`src/rtl/cpu_pkg.sv`:
```
// Shared pipeline definitions: data width, the NOP bubble word and the fetch-stage state encoding.
package cpu_pkg;

  localparam int unsigned XLEN = 32;

  // add x0,x0,x0 -- also the IF/ID register's bubble value
  localparam logic [XLEN-1:0] NOP_INST = 32'h0000_0033;

  typedef enum logic [1:0] {
    ST_BOOT  = 2'd0,
    ST_RUN   = 2'd1,
    ST_FLUSH = 2'd2
  } fetch_state_e;

endpackage

```
`src/rtl/if_flush_ctrl.sv`:
```
// Fetch-stage sequencer: one BOOT cycle after reset, then RUN, with a FLUSH window
// of FLUSH_CYCLES total bubble cycles per redirect (the redirect cycle counts as the first).
module if_flush_ctrl
  import cpu_pkg::*;
#(
  parameter int unsigned FLUSH_CYCLES = 1
) (
  input  logic         ram_clk,
  input  logic         rst_n,
  input  logic         redirect_valid,
  output fetch_state_e state,
  output logic         flush,
  output logic         pc_hold
);

  // Countdown preload for the FLUSH state; only meaningful when FLUSH_CYCLES > 1
  localparam logic [1:0] CNT_INIT = (FLUSH_CYCLES > 1) ? 2'(FLUSH_CYCLES - 2) : 2'd0;

  fetch_state_e state_q, state_d;
  logic [1:0]   flush_cnt_q, flush_cnt_d;

  always_ff @(posedge ram_clk) begin
    if (!rst_n) begin
      state_q     <= ST_BOOT;
      flush_cnt_q <= '0;
    end else begin
      state_q     <= state_d;
      flush_cnt_q <= flush_cnt_d;
    end
  end

  always_comb begin
    state_d     = state_q;
    flush_cnt_d = flush_cnt_q;
    if (redirect_valid) begin
      // A redirect always (re)starts the window, whatever state we are in
      if (FLUSH_CYCLES > 1) begin
        state_d     = ST_FLUSH;
        flush_cnt_d = CNT_INIT;
      end else begin
        state_d = ST_RUN;
      end
    end else begin
      unique case (state_q)
        ST_BOOT:  state_d = ST_RUN;
        ST_FLUSH: begin
          if (flush_cnt_q == '0) begin
            state_d = ST_RUN;
          end else begin
            flush_cnt_d = flush_cnt_q - 2'd1;
          end
        end
        default:  state_d = ST_RUN;
      endcase
    end
  end

  always_comb begin
    state   = state_q;
    flush   = redirect_valid || (state_q == ST_FLUSH);
    pc_hold = (state_q != ST_RUN);
  end

endmodule

```
`src/rtl/if_fetch_unit.sv`:
```
// Instruction-fetch stage: owns the PC, addresses the instruction ROM and feeds the IF/ID register.
module if_fetch_unit
  import cpu_pkg::*;
#(
  parameter logic [31:0] RESET_PC     = 32'h0000_0000,
  parameter int unsigned IMEM_AW      = 10,
  parameter int unsigned FLUSH_CYCLES = 1
) (
  input  logic               ram_clk,
  input  logic               rst_n,
  input  logic               stall,
  input  logic               redirect_valid,
  input  logic [XLEN-1:0]    redirect_pc,
  output logic [IMEM_AW-1:0] imem_addr,
  input  logic [XLEN-1:0]    imem_rdata,
  output logic [XLEN-1:0]    if_pc,
  output logic [XLEN-1:0]    if_pc4,
  output logic [XLEN-1:0]    if_inst,
  output logic               if_valid,
  output logic               flush,
  output logic               misalign_err,
  output logic [XLEN-1:0]    fetch_count
);

  fetch_state_e    state;
  logic            pc_hold;

  logic [XLEN-1:0] pc_q, pc_d;
  logic            misalign_err_q, misalign_err_d;
  logic [XLEN-1:0] fetch_count_q, fetch_count_d;

  if_flush_ctrl #(
    .FLUSH_CYCLES (FLUSH_CYCLES)
  ) u_flush_ctrl (
    .ram_clk        (ram_clk),
    .rst_n          (rst_n),
    .redirect_valid (redirect_valid),
    .state          (state),
    .flush          (flush),
    .pc_hold        (pc_hold)
  );

  always_ff @(posedge ram_clk) begin
    if (!rst_n) begin
      pc_q           <= RESET_PC;
      misalign_err_q <= 1'b0;
      fetch_count_q  <= '0;
    end else begin
      pc_q           <= pc_d;
      misalign_err_q <= misalign_err_d;
      fetch_count_q  <= fetch_count_d;
    end
  end

  always_comb begin
    if_pc4   = pc_q + 32'd4;
    if_valid = (state == ST_RUN) && !flush;

    // Redirect outranks both the flush hold and a hazard stall
    pc_d           = pc_q;
    misalign_err_d = misalign_err_q;
    if (redirect_valid) begin
      pc_d           = {redirect_pc[XLEN-1:2], 2'b00};
      misalign_err_d = misalign_err_q || (redirect_pc[1:0] != 2'b00);
    end else if (!pc_hold && !stall) begin
      pc_d = if_pc4;
    end

    fetch_count_d = fetch_count_q;
    if (if_valid && !stall && (fetch_count_q != '1)) begin
      fetch_count_d = fetch_count_q + 32'd1;
    end
  end

  always_comb begin
    imem_addr    = pc_q[IMEM_AW+1:2];
    if_pc        = pc_q;
    if_inst      = if_valid ? imem_rdata : NOP_INST;
    misalign_err = misalign_err_q;
    fetch_count  = fetch_count_q;
  end

endmodule

```
`config.mk`:
```
export PLATFORM = sky130hd
export DESIGN_NAME = if_fetch_unit
export DESIGN_NICKNAME = d
export VERILOG_FILES = /design/src/rtl/cpu_pkg.sv /design/src/rtl/if_flush_ctrl.sv /design/src/rtl/if_fetch_unit.sv
export SDC_FILE = /design/constraint.sdc
export NUM_CORES = 1
export LEC_CHECK = 0
export BUFFER_PORTS_ARGS = -buffer_cell sky130_fd_sc_hd__clkbuf_2
export CELL_PAD_IN_SITES_DETAIL_PLACEMENT = 0
export CELL_PAD_IN_SITES_GLOBAL_PLACEMENT = 1
export CORE_MARGIN = 1
export CORE_UTILIZATION = 29
export CTS_CLUSTER_SIZE = 25
export DETAILED_ROUTE_END_ITERATION = 16
export MAX_ROUTING_LAYER = met4
export PLACE_DENSITY_LB_ADDON = 0.1
export SYNTH_ARGS = -nofsm -noshare
export SYNTH_HDL_FRONTEND = slang
export SYNTH_SLANG_ARGS = --single-unit
```
`constraint.sdc`:
```
create_clock -name ram_clk -period 1.7 [get_ports ram_clk]
set_input_delay 0.085 -clock ram_clk [delete_from_list [all_inputs] [get_ports ram_clk]]
set_output_delay 0.085 -clock ram_clk [all_outputs]
set_load 0.01 [all_outputs]
```
== Word level (Yosys, flattened, before mapping) ==
Cells that the tools add are included.
Cells by class
  bitwise operators: 1
  reductions and logical operators: 10
  mux-type cells: 3
  equality and inequality tests: 1
  $add $sub $neg: 2
Operators by type and width (count)
  two-way mux 32 bit: 3
  adder 32 x 1 -> 32 bit (second input constant): 1
  adder 32 x 3 -> 32 bit (second input constant): 1
  inequality test 32 bit (second input constant): 1
  logical AND 1 bit: 4
  nonzero test 2 bit: 2
  logical NOT 1 bit: 2
  OR reduction 2 bit: 1
  logical OR 1 bit: 1
  inverter 1 bit: 1
Storage, ports and cells
  output and inout bits: 141
  register bits: 66
  logic and storage cells: 22

== Longest topological paths before layout ==
  depth after elaboration: 4
  gate-level depth with buffers: 8
  gate-level depth less buffers: 6

== Hierarchy ==
A second synthesis with hierarchy kept.
Unflattened totals
  cell total of the unflattened synthesis: 539
  area total of the unflattened synthesis: 4199.0 um^2
Modules (own cells, without submodules)
  if_fetch_unit: area an instance 4156.5 um^2, times used 1, cells each 534
  if_flush_ctrl: area an instance 42.5 um^2, times used 1, cells each 5

== Worst setup path before layout ==
OpenSTA, ideal clock, no wires.
  path kind: register to register
  start: reg fetch_count_q[0], in the netlist fetch_count[0]
  end: reg fetch_count_q[8], in the netlist fetch_count[8]
  library setup time: 0.132 ns
  setup slack: -0.291 ns
  arrival: 1.859 ns
  stages on the path, launching flop included: 9
  required time: 1.568 ns
  buffers on the path: 2
  clock period less this slack: 1.991 ns
  cell sequence: dfxtp_1 > ha_1 > and4_1 > clkbuf_1 > nand3_1 > nor4_4 > buf_2 > or3_1 > a21oi_1
On the way
  cells in the longest elaborated chain, start to end: 2
  elaborated cells on any way between the ends: 3
  classes of those cells: add/sub: 1; eq/ne: 1; reduce/logical: 1
RTL lines
  start: declaration: line if_fetch_unit.sv:30  | logic [XLEN-1:0] fetch_count_q, fetch_count_d;
  start signal: assignment: line if_fetch_unit.sv:51  | fetch_count_q <= fetch_count_d;
  branches (longest 2 deep; another with adder 32 x 1 -> 32 bit)
Several ways; the timed one is not identified.
A chain may end at the register's enable or synchronous reset.

== Worst setup path in the final report ==
  start: reg pc_q[9], in the netlist if_pc[9]
  end: out if_pc4[23]
On the way
  cells in the longest elaborated chain, start to end: 1
RTL lines
  start: declaration: line if_fetch_unit.sv:28  | logic [XLEN-1:0] pc_q, pc_d;
  start signal: assignment: line if_fetch_unit.sv:49  | pc_q <= pc_d;
  adder 32 x 3 -> 32 bit: line if_fetch_unit.sv:56  | if_pc4 = pc_q + 32'd4;
  end: declaration: line if_fetch_unit.sv:17  | output logic [XLEN-1:0] if_pc4,
Every way passes these cells.

==> results.sh <==
export IMPL_status="complete, but fails checks"
export IMPL_violations="negative setup slack"
export IMPL_io_pins=209
export IMPL_start_util_pct=30.0
export IMPL_fmax_mhz=493
export IMPL_multiInputGateArea_um2=3000
export IMPL_rrSetupSlack_ns=-0.27
export IMPL_synth_commonest_cells="dfxtp_1 (64), nand2_1 (58), a21oi_1 (38)"
export IMPL_fin_ws_ns=-0.327
export IMPL_cap_violations=0
export IMPL_worstPathMaxFanout=5
export IMPL_n_antenna_cell=0
export IMPL_path_clk_slew_ns=0.05
export IMPL_power_density_nw_per_um2=616
export IMPL_vias_per_cell=5.04
export IMPL_ys_seq_elements=64
export IMPL_ys_seq_area_share_pct=32.0
export IMPL_routed_wl_mm=16.1
export IMPL_syn_avg_cell_area_um2=7.88
export IMPL_timing_hold_ws_ns=0.00497
export IMPL_fp_dieH_um=120
export IMPL_p_leak_nw=3.46
export IMPL_cp_data_arrival_time_ns=1.94
export IMPL_gp_congestion=0.800
export IMPL_drtPass1Iterations=4
export IMPL_die_area_um2=14300
export IMPL_layout_drive_gt1_share_pct=57.6
export IMPL_synth_top_area_cell="dfxtp_1"
export IMPL_crit_required_ns=1.62
export IMPL_vias=5111
export IMPL_numPlacedInstances=945
export IMPL_dp_hpwl_mm=11.7
export IMPL_gr_usage_met3_pct=4.28
export IMPL_r2r_start="if_pc[9]"
export IMPL_min_period_ns=2.03
export IMPL_nFillCells=1283
export IMPL_post_place_ws_ns=-0.134
export IMPL_antenna_found_initial=0
export IMPL_final_max_slew_violation_count=0
export IMPL_overflow=0
export IMPL_ys_warn_count=0
export IMPL_coreArea_um2=13300
export IMPL_grt_pass1_vias=4825
export IMPL_cts_buffers=9
export IMPL_design_area_um2=7220
export IMPL_start_kind="register"
export IMPL_holdCritPathClass="primary input to register"
export IMPL_rsz0062_at_grt="yes"
export IMPL_cts_max_level=3
export IMPL_cts_root_buf="clkbuf_16"
export IMPL_track_usage_pct=22.3
export IMPL_die_w_um=120
export IMPL_clk_latency_ns=0.34
export IMPL_final_hold_violation_count=0
export IMPL_cts_tree="done"
export IMPL_path_class="register to primary output"
export IMPL_synth_most_common_cell="dfxtp_1"
export IMPL_placed_cell_area_um2=5870
export IMPL_synth_top_cell_area_share_pct=32.0
export IMPL_hold_start="redirect_pc[6]"
export IMPL_cts_sinks=64
export IMPL_endpoint_kind="primary output"
export IMPL_drc_errors=0
export IMPL_finalSetupViolCount=35
export IMPL_ant_nets=0
export IMPL_yosys_top_cells_area="dfxtp_1 (32%), xnor2_1 (5.7%), nand2_1 (5.4%)"
export IMPL_ir_worst_vdd_v=0.000426
export IMPL_top_usage_layer="met2"
export IMPL_grt_pass1_wl_mm=24.3
export IMPL_fin_nets=903
export IMPL_r2r_cells=10
export IMPL_seq_area_um2=1330
export IMPL_stdcell_count=1014
export IMPL_crit_start="if_pc[9]"
export IMPL_drtIter0Drc=192
export IMPL_async_reset_ff_share_pct=0
export IMPL_worstReg2RegEnd="if_pc[23]"
export IMPL_synthToLayoutAreaGrowth_pct=80.2
export IMPL_synthFlopType="dfxtp_1"
export IMPL_numPortBuffers=204
export IMPL_clock_skew_ns=0.00714
export IMPL_fin_setup_tns_ns=-4.62
export IMPL_synth_edf_count=0
export IMPL_grt_max_degree=34
export IMPL_clk_path_buf_depth=2
export IMPL_grtUsageMet1_pct=25.8
export IMPL_use_met2_pct=38.6
export IMPL_synth_cell_type_count=48
export IMPL_avgRoutedWirePerCell_um=15.8
export IMPL_rows=42
export IMPL_synth_cells=508
export IMPL_period_share_pct=119
export IMPL_syn_area_um2=4000
export IMPL_critical_path_endpoint="if_pc4[23]"
## worst max-delay path: stages, from the launching register on
cell and delay [ns]:
dfxtp_2 0.32, nand4_1 0.11, buf_6 0.15, buf_4 0.13
nor3_2 0.14, buf_4 0.16, nand4_1 0.17, xnor2_2 0.26
buf_2 0.17
## state kept, by name (all words and copies together) (netlist names)
name / cells
fetch_count: 32
u_flush_ctrl.state: 1
misalign_err: 1
if_pc: 30
## cell families after synthesis
| kind of cell | count (synthesis) | synth area share [%] |
|---|---|---|
| mux | 8 | 2.00 |
| simple gates | 243 | 34.6 |
| buf+inv | 53 | 6.66 |
| fa+ha+maj | 2 | 0.625 |
| other cells | 1 | 0.0937 |
| compound gates | 95 | 14.8 |
| xor+xnor | 42 | 9.19 |
| flops | 64 | 32.0 |
## placed cells by master (no fill, tap or decap), types with 5 or more instances in the layout
cell type / instances
a21oi_1: 33
a21oi_2: 5
a31o_1: 7
and2_1: 32
and3_1: 6
and4_4: 8
buf_2: 22
buf_4: 122
buf_6: 20
clkbuf_16: 9
clkbuf_2: 182
dfxtp_1: 34
dfxtp_2: 25
dfxtp_4: 5
dlygate4sd3_1: 9
mux2i_1: 8
nand2_1: 52
nand2b_1: 12
nand3_1: 26
nand3_4: 6
nand4_1: 15
nor2_1: 20
nor4_4: 6
o211ai_1: 8
o21ai_0: 9
o21ai_1: 7
o311ai_1: 5
or3_1: 12
or4_1: 5
xnor2_1: 13
xnor2_2: 13
xor2_1: 11
xor2_2: 5
## cell type report
type / count / share of cell area (%)
Inverter: 6 / 0.312
Timing Repair Buffer: 358 / 32.0
Clock inverter: 2 / 0.832
Sequential cell: 64 / 18.4
Clock buffer: 14 / 3.80
Tap cell: 176 / 3.05
Multi-Input combinational cell: 394 / 41.5
## metal layers
metal	vias to the layer above	part of all wire, %	routed length, um
met3	25	5.2	842
met4	0	2.0	326
met5	-	0	0
li1	2444	-	-
met2	169	51	8170
met1	2473	42	6730
## power breakdown
| group | internal [W] | switching [W] | leakage, nW |
|---|---|---|---|
| Clock | 0.00140 | 0.000661 | 0.163 |
| Sequential | 0.00155 | 0.0000455 | 0.536 |
| Combinational | 0.000366 | 0.000417 | 2.76 |
| Total | 0.00332 | 0.00112 | 3.46 |
## worst min path at each step
stage,to,slack [ns],cells past startpoint
CTS,if_pc[7],0.004,3
floorplan,u_flush_ctrl.state[0],0.11,0
global placement,if_pc[27],0.30,3
global route,if_pc[7],0.02,3
detailed placement,if_pc[27],0.30,3
finish,if_pc[6],0.005,3
## metrics by stage
stage                     total power (W)  util [%]
after floorplan                   0.00199         -
after global placement            0.00232      44.0
after detailed placement          0.00233      44.0
after CTS                         0.00449      50.7
after global routing              0.00465      54.1
final                             0.00445      54.1
## timing repair
item                       CTS  global route
hold buffers                 9             0
resized for setup           57            99
setup endpoints to repair   54            67
buffers inserted            28            20
pin swaps                   42            59
hold endpoints to repair     9             0
cloned                       0             1
Note: power is estimated with default switching activity, not from simulation.
